**src/rtl/bcd_accumulator.sv**
```systemverilog
// bcd_accumulator
// Two-digit BCD running-sum stage that feeds the HEX display decoders.
// Each accepted rising edge on Load adds the BCD operand A plus Cin to a
// stored 00..99 total. The add is digit-serial: the ones digit updates one
// cycle after acceptance and the tens digit one cycle after that.
//
// Ports:
//   Clock  in   system clock, rising edge
//   Reset  in   asynchronous active-high reset
//   Load   in   add request, level; a rising edge requests one add
//   Clear  in   synchronous active-high clear of total and sticky flags
//   A      in   [3:0] BCD operand (0..9)
//   Cin    in   carry-in added together with A
//   Q1     out  [3:0] tens digit of the total (BCD)
//   Q0     out  [3:0] ones digit of the total (BCD)
//   Busy   out  high while an add is in progress
//   Ovf    out  sticky, set when the total wraps past 99
//   Err    out  sticky, set when an add is requested with A > 9
//
// Optional build macro BCD_ACC_SYNC_IN_EN: when defined, Load and Clear each
// pass through a two-flop synchronizer before use. This adds two cycles of
// latency. A and Cin are not synchronized.

module bcd_accumulator (
  input  logic       Clock,
  input  logic       Reset,
  input  logic       Load,
  input  logic       Clear,
  input  logic [3:0] A,
  input  logic       Cin,
  output logic [3:0] Q1,
  output logic [3:0] Q0,
  output logic       Busy,
  output logic       Ovf,
  output logic       Err
);

  localparam int unsigned DW = 4;        // one BCD digit
  localparam int unsigned SW = DW + 1;   // digit sum incl. carry, max 19
  localparam int unsigned SYNC_W = 2;    // synchronizer depth

  typedef enum logic [1:0] {
    IDLE     = 2'd0,
    ADD_ONES = 2'd1,
    ADD_TENS = 2'd2
  } state_t;

  state_t        state;
  logic          load_use;
  logic          clear_use;
  logic          load_q;
  logic          request;
  logic [DW-1:0] a_q;
  logic          cin_q;
  logic          carry_q;
  logic [SW-1:0] ones_sum;
  logic [SW-1:0] tens_sum;

`ifdef BCD_ACC_SYNC_IN_EN
  logic [SYNC_W-1:0] load_sync;
  logic [SYNC_W-1:0] clear_sync;

  // Two-flop synchronizers for the key-driven control inputs
  always_ff @(posedge Clock or posedge Reset) begin
    if (Reset) begin
      load_sync  <= '0;
      clear_sync <= '0;
    end else begin
      load_sync  <= {load_sync[0], Load};
      clear_sync <= {clear_sync[0], Clear};
    end
  end

  assign load_use  = load_sync[SYNC_W-1];
  assign clear_use = clear_sync[SYNC_W-1];
`else
  assign load_use  = Load;
  assign clear_use = Clear;
`endif

  // One add per rising edge of the (possibly synchronized) Load level
  assign request = load_use & ~load_q;

  // Ones digit uses the operand latched at acceptance, not the live A/Cin
  assign ones_sum = SW'(Q0) + SW'(a_q) + SW'(cin_q);
  assign tens_sum = SW'(Q1) + SW'(carry_q);

  assign Busy = (state != IDLE);

  // Accumulator FSM with registered digits and sticky flags
  always_ff @(posedge Clock or posedge Reset) begin
    if (Reset) begin
      state   <= IDLE;
      load_q  <= 1'b0;
      a_q     <= '0;
      cin_q   <= 1'b0;
      carry_q <= 1'b0;
      Q1      <= '0;
      Q0      <= '0;
      Ovf     <= 1'b0;
      Err     <= 1'b0;
    end else begin
      load_q <= load_use;
      if (clear_use) begin
        // Clear aborts any add in flight and drops a coincident request
        state   <= IDLE;
        carry_q <= 1'b0;
        Q1      <= '0;
        Q0      <= '0;
        Ovf     <= 1'b0;
        Err     <= 1'b0;
      end else begin
        unique case (state)
          IDLE: begin
            if (request) begin
              if (A > DW'(9)) begin
                Err <= 1'b1;
              end else begin
                a_q   <= A;
                cin_q <= Cin;
                state <= ADD_ONES;
              end
            end
          end
          ADD_ONES: begin
            if (ones_sum > SW'(9)) begin
              Q0      <= DW'(ones_sum - SW'(10));
              carry_q <= 1'b1;
            end else begin
              Q0      <= DW'(ones_sum);
              carry_q <= 1'b0;
            end
            state <= ADD_TENS;
          end
          ADD_TENS: begin
            if (tens_sum == SW'(10)) begin
              Q1  <= '0;
              Ovf <= 1'b1;
            end else begin
              Q1 <= DW'(tens_sum);
            end
            state <= IDLE;
          end
          default: state <= IDLE;
        endcase
      end
    end
  end

endmodule

```
**config.mk**
```make
export PLATFORM = sky130hd
export DESIGN_NAME = bcd_accumulator
export DESIGN_NICKNAME = d
export VERILOG_FILES = /design/src/rtl/bcd_accumulator.sv
export SDC_FILE = /design/constraint.sdc
export NUM_CORES = 1
export LEC_CHECK = 0
export BUFFER_PORTS_ARGS = -buffer_cell sky130_fd_sc_hd__buf_2
export CAP_MARGIN = 10
export CORE_MARGIN = 1
export CORE_UTILIZATION = 53
export DETAILED_ROUTE_END_ITERATION = 6
export PLACE_DENSITY = 0.84
export REMOVE_ABC_BUFFERS = 1
export SLEW_MARGIN = 5
export SYNTH_ARGS = -nofsm -noshare
export SYNTH_HDL_FRONTEND = slang
export SYNTH_SLANG_ARGS = --single-unit
```
**constraint.sdc**
```tcl
create_clock -name Clock -period 2.8 [get_ports Clock]
set_input_delay 0.84 -clock Clock [delete_from_list [all_inputs] [get_ports Clock]]
set_output_delay 0.84 -clock Clock [all_outputs]
set_load 0.02 [all_outputs]
```
Word-level counts from Yosys, hierarchy flattened
Index checks and enable logic that the tools add are counted.
{"block": "totals", "regBits": 19, "latch_bits": 0, "ram_bits": 0, "mem_bits_ro": 0, "input_bits": 9, "out_inout_bits": 11, "elab_cells": 56, "memories": 0}
{"block": "op_classes", "n_addsub": 4, "mul": 0, "div_mod_pow": 0, "n_lt_le_gt_ge": 2, "n_eq_ne": 5, "n_shift": 0, "muxes": 20, "bitwise_logic": 4, "n_reduce_logical": 12}
{"operator": "4-bit two-way mux", "count": 6}
{"operator": "2-bit nonzero test", "count": 7}
{"operator": "1-bit two-way mux", "count": 10}
{"operator": "2-bit two-way mux", "count": 3}
{"operator": "3-bit != test (second input constant)", "count": 2}
{"operator": "4-bit by 1-bit adder with 5-bit output", "count": 1}
{"operator": "4-bit by 4-bit adder with 5-bit output", "count": 1}
{"operator": "5-bit by 1-bit adder with 5-bit output", "count": 1}
{"operator": "5-bit by 4-bit equality test with 1-bit output (second input constant)", "count": 1}
{"operator": "5-bit by 4-bit > comparator with 1-bit output (second input constant)", "count": 1}
{"operator": "4-bit > comparator (second input constant)", "count": 1}
{"operator": "2-bit one-hot mux with 2 select lines", "count": 1}
{"operator": "2-bit AND reduction", "count": 2}
{"operator": "4-bit AND reduction", "count": 1}
{"operator": "4-bit subtractor (second input constant)", "count": 1}
{"operator": "1-bit NOT", "count": 3}
{"operator": "3-bit AND reduction", "count": 1}
{"operator": "2-bit by 1-bit equality test with 1-bit output (second input constant)", "count": 1}
{"operator": "2-bit equality test (second input constant)", "count": 1}
{"operator": "2-bit zero test", "count": 1}
{"operator": "1-bit bitwise AND", "count": 1}

Longest topological paths before layout
{"block": "logic_depth", "word_depth": 6, "ltp_mapped": 9, "ltp_nobuf": 9}

Worst setup path after synthesis
No wires, ideal clock.
{"block": "synth_timing", "kind": "register to register", "start": "register Q0[0]", "end": "register Q0[3]", "setup_ns": 0.147, "arrival_time_ns": 2.377, "required_ns": 2.653, "path_slack_ns": 0.276, "path_stages_with_launch": 10, "n_path_buf": 0, "period_less_slack_ns": 2.524, "cell_sequence": "dfrtp_1 > fa_1 > fa_1 > xnor2_1 > ha_1 > nor2b_1 > a31oi_1 > nor2_1 > o21ai_0 > a311oi_1"}
{"block": "synth_via", "elab_chain_cells": 6, "elab_cells_between_ends": 7, "cone_classes": "add/sub (3); order compare (1); mux (3)"}
{"element": "start: declaration", "line_no": "32", "text": "output logic [3:0] Q0,"}
{"element": "start signal: assignment", "line_no": "127", "text": "Q0 <= DW'(ones_sum - SW'(10));"}
{"element": "start signal: assignment", "line_no": "130", "text": "Q0 <= DW'(ones_sum);"}
{"element": "4-bit by 4-bit adder with 5-bit output *", "line_no": "85", "text": "assign ones_sum = SW'(Q0) + SW'(a_q) + SW'(cin_q);"}
{"element": "5-bit by 1-bit adder with 5-bit output *", "line_no": "85"}
{"element": "4-bit subtractor or 5-bit by 4-bit > comparator with 1-bit output (tied branches)", "line_no": "127, 126"}
{"element": "4-bit two-way mux *", "line_no": "126", "text": "if (ones_sum > SW'(9)) begin"}
{"element": "4-bit two-way mux *", "line_no": "113", "text": "unique case (state)"}
{"element": "4-bit two-way mux *", "line_no": "104", "text": "if (clear_use) begin"}
Every way passes the cells marked *; elsewhere a longest branch is shown, timed or not. The select of a mux whose other input is x is not followed.
A chain may end at the register's enable or synchronous reset.

Worst setup path in the final report
{"block": "layout_timing", "start": "register Q0[0]", "end": "register Q0[2]"}
The elaborated chain is that of the path after synthesis.

==> reports/results.ini <==
[clock_tree]
clock-sinks=19
h-tree-depth=1
cts-root-buf=clkbuf_4
worstSkewPairLatency_ns=0.30
cts_max_path_buffers=2
numCtsBuffers=3
holdBufCountCts=0
path_clk_slew_ns=0.10
tritoncts=built

[route]
route.detailed.drc=0
wl_met3_um=62
first_pass_iters=4
routedWlPerCell_um=13.23
wl_met1_um=906
antenna_left=0
via_count=842
routed_via_density=5.651
route.met2.wl_um=942
routed.top_layer=met4
wl_mm=1.971
drt-initial-drc-count=26

[timing]
finalHoldViolations=0
tns_ns=0
max_freq_ghz=0.3828
post-route-period-util=0.9329
setup_viol=0
rsz0062_at_grt=no
skew_ns=0.001814
max-slew-margin-rel=0.5392
drv_slew=0
final.min_clock_period_ns=2.612
worstMarginPinSlew_ns=0.6905

[floorplan]
die_area_mm2=0.002200
start_util=0.5931
pin_count=20
die_w_um=46.90
die_h_um=46.90
fp-row-count=15
core-area_mm2=0.001802

[power]
peakVddDrop_mv=0.4461
intPower_mw=0.4729
total_power_mw=0.7229
pwr-share-seq=0.443
switching_power_mw=0.2500
p_leak_nw=0.6302
switching_share=0.3458
comb_power_share=0.363
p_per_area_mw_per_mm2=588.9
p_clk_frac=0.194

[layout]
nFillCells=156
layout.nets=142
drive_above_1_share=0.2500
syn2layout_area_growth_pct=14.87
fin_util=0.6813
insertedDiodeCount=0
final_cell_mix=dfrtp_1 (19), buf_2 (19), nor2_1 (10)

[setup_path]
critical_path.endpoint_type=flop
worstPathRequired_ns=3.00
cp_slowest_stage_delay_ns=0.46
crit_top_cell=fa_1
worstPathCellList=fa_1 -> fa_1 -> xnor2_2 -> ha_1 -> nor2b_1 -> a31oi_2 -> a21o_1 -> a211o_1
crit_family=adder cells
critPathKind=reg2reg
slowest_stage=fa_1
critPathLaunchType=flop
path_buf_inv=0
crit_fanout=4
worstPathArrival_ns=2.81

[yosys]
synthDistinctLibCells=31
ys_warn_count=0
syn_inst=103
synth-seq-cells=19
syn_area_per_cell_um2=10.37
ys_seq_area_frac=0.4450
syn-cell-area_mm2=0.001069

[place]
dpl.hpwl_mm=1.453
io_buffers=19
gp_congestion=0.8783

[global_routing]
grt_first_pass_wirelength_mm=3.353
antenna_found_initial=0
track_usage=0.2278
grt_pass1_vias=763
grt_max_degree=20
overflow=0

[job]
max_cap_viol_count=0

[run_status]
status=complete, no violations

[min_path]
hp-class=reg2reg

-- final timing paths --
path                                           to  slack [ns]         startpoint  depth (start not counted)
worst min-delay path              Ovf$_DFFE_PP0P_        0.51    Ovf$_DFFE_PP0P_                          2
worst max register to register  Q0[2]$_DFFE_PP0P_        0.19  Q0[0]$_DFFE_PP0P_                          8
worst min register to register    Ovf$_DFFE_PP0P_        0.51    Ovf$_DFFE_PP0P_                          2
max in group asynchronous       Q1[2]$_DFFE_PP0P_        1.74              Reset                          2
worst max-delay path            Q0[2]$_DFFE_PP0P_        0.19  Q0[0]$_DFFE_PP0P_                          8
min in group asynchronous       Q0[0]$_DFFE_PP0P_        0.63              Reset                          2
-- per-layer routing --
metal | track usage | vias up
met4 | 0.1371 | 0
met1 | 0.2829 | 408
met5 | 0 | -
met3 | 0.05000 | 5
met2 | 0.3639 | 18
li1 | - | 411
-- through the flow --
| step | instances | hold slack (ns) | cell area (um2) | setup WS, ns |
|---|---|---|---|---|
| floorplan | 101 | 0.4849 | 1061 | 0.2759 |
| global placement | 145 | 0.4741 | 1187 | 0.2862 |
| detailed placement | 145 | 0.4914 | 1187 | 0.1977 |
| CTS | 149 | 0.5155 | 1214 | 0.1784 |
| global route | 149 | 0.5380 | 1227 | 0.05970 |
| finish | 149 | 0.5080 | 1227 | 0.1879 |
-- synth_stat cells --
library cell	count	area share
nand2b_1	3	0.018
clkbuf_1	2	0.0070
a21o_1	5	0.035
or3b_1	1	0.0082
a211o_1	2	0.016
fa_1	2	0.037
a311oi_1	1	0.0082
or2_1	1	0.0059
inv_1	4	0.014
nand3_1	3	0.014
nor3_1	2	0.0094
and2b_1	2	0.014
ha_1	6	0.070
a31oi_1	4	0.023
xor2_1	1	0.0082
or3b_4	1	0.011
or4_1	1	0.0070
o21ai_0	2	0.0094
xnor2_1	2	0.016
a21oi_1	7	0.033
and3_1	1	0.0059
o21a_1	2	0.014
mux2_2	5	0.053
nor3_4	1	0.015
or3_1	1	0.0059
nor3b_1	3	0.021
dfrtp_1	19	0.44
nor2_1	10	0.035
nand2_1	6	0.021
o211ai_1	1	0.0070
nor2b_1	2	0.012
-- sequential cells by signal (all words and copies together) (netlist names) --
| signal | cells |
|---|---|
| Ovf | 1 |
| state | 2 |
| Q0 | 4 |
| a_q | 4 |
| Err | 1 |
| cin_q | 1 |
| load_q | 1 |
| Q1 | 4 |
| carry_q | 1 |
-- layout make-up --
| cell class | count | area (um2) | share of cell area |
|---|---|---|---|
| inverter | 4 | 15.01 | 0.01223 |
| multi-input combinational | 78 | 584.3 | 0.4760 |
| clock buffer | 4 | 26.28 | 0.02141 |
| tap | 25 | 31.28 | 0.02548 |
| sequential | 19 | 475.5 | 0.3874 |
| timing repair buffer | 19 | 95.09 | 0.07747 |
-- power by group through the flow --
stage               sequential (mW)  combinational (mW)  clock [mW]
global placement              0.324               0.225           0
floorplan                     0.327               0.179           0
finish                        0.320               0.263       0.140
CTS                           0.321               0.239       0.148
global route                  0.324               0.286       0.155
detailed placement            0.326               0.237           0
-- repair_timing --
item / CTS / global route
setup buffers: 0 / 0
endpoints found under the setup margin: 0 / 2
gates resized for setup: 0 / 2
-- kinds of logic (layout without fill, tap and decap cells) --
kind of cell               count (synthesis)  after routing  synth area share
DFF                                       19             19            0.4450
adders and majority gates                  8              8            0.1077
xor gates and xnor gates                   3              3           0.02459
and+or+nand+nor                           38             38            0.2026
AOI/OAI and AO/OA                         24             24            0.1464
buffers and inverters                      6             27           0.02108
muxes                                      5              5           0.05269
-- worst register-to-register path, stage by stage, from the launching register on --
cell and delay (ns):
dfrtp_1 0.43, fa_1 0.46, fa_1 0.44, xnor2_2 0.22
ha_1 0.25, nor2b_1 0.18, a31oi_2 0.07, a21o_1 0.20
a211o_1 0.26
Note: power is estimated with default switching activity, not from simulation.
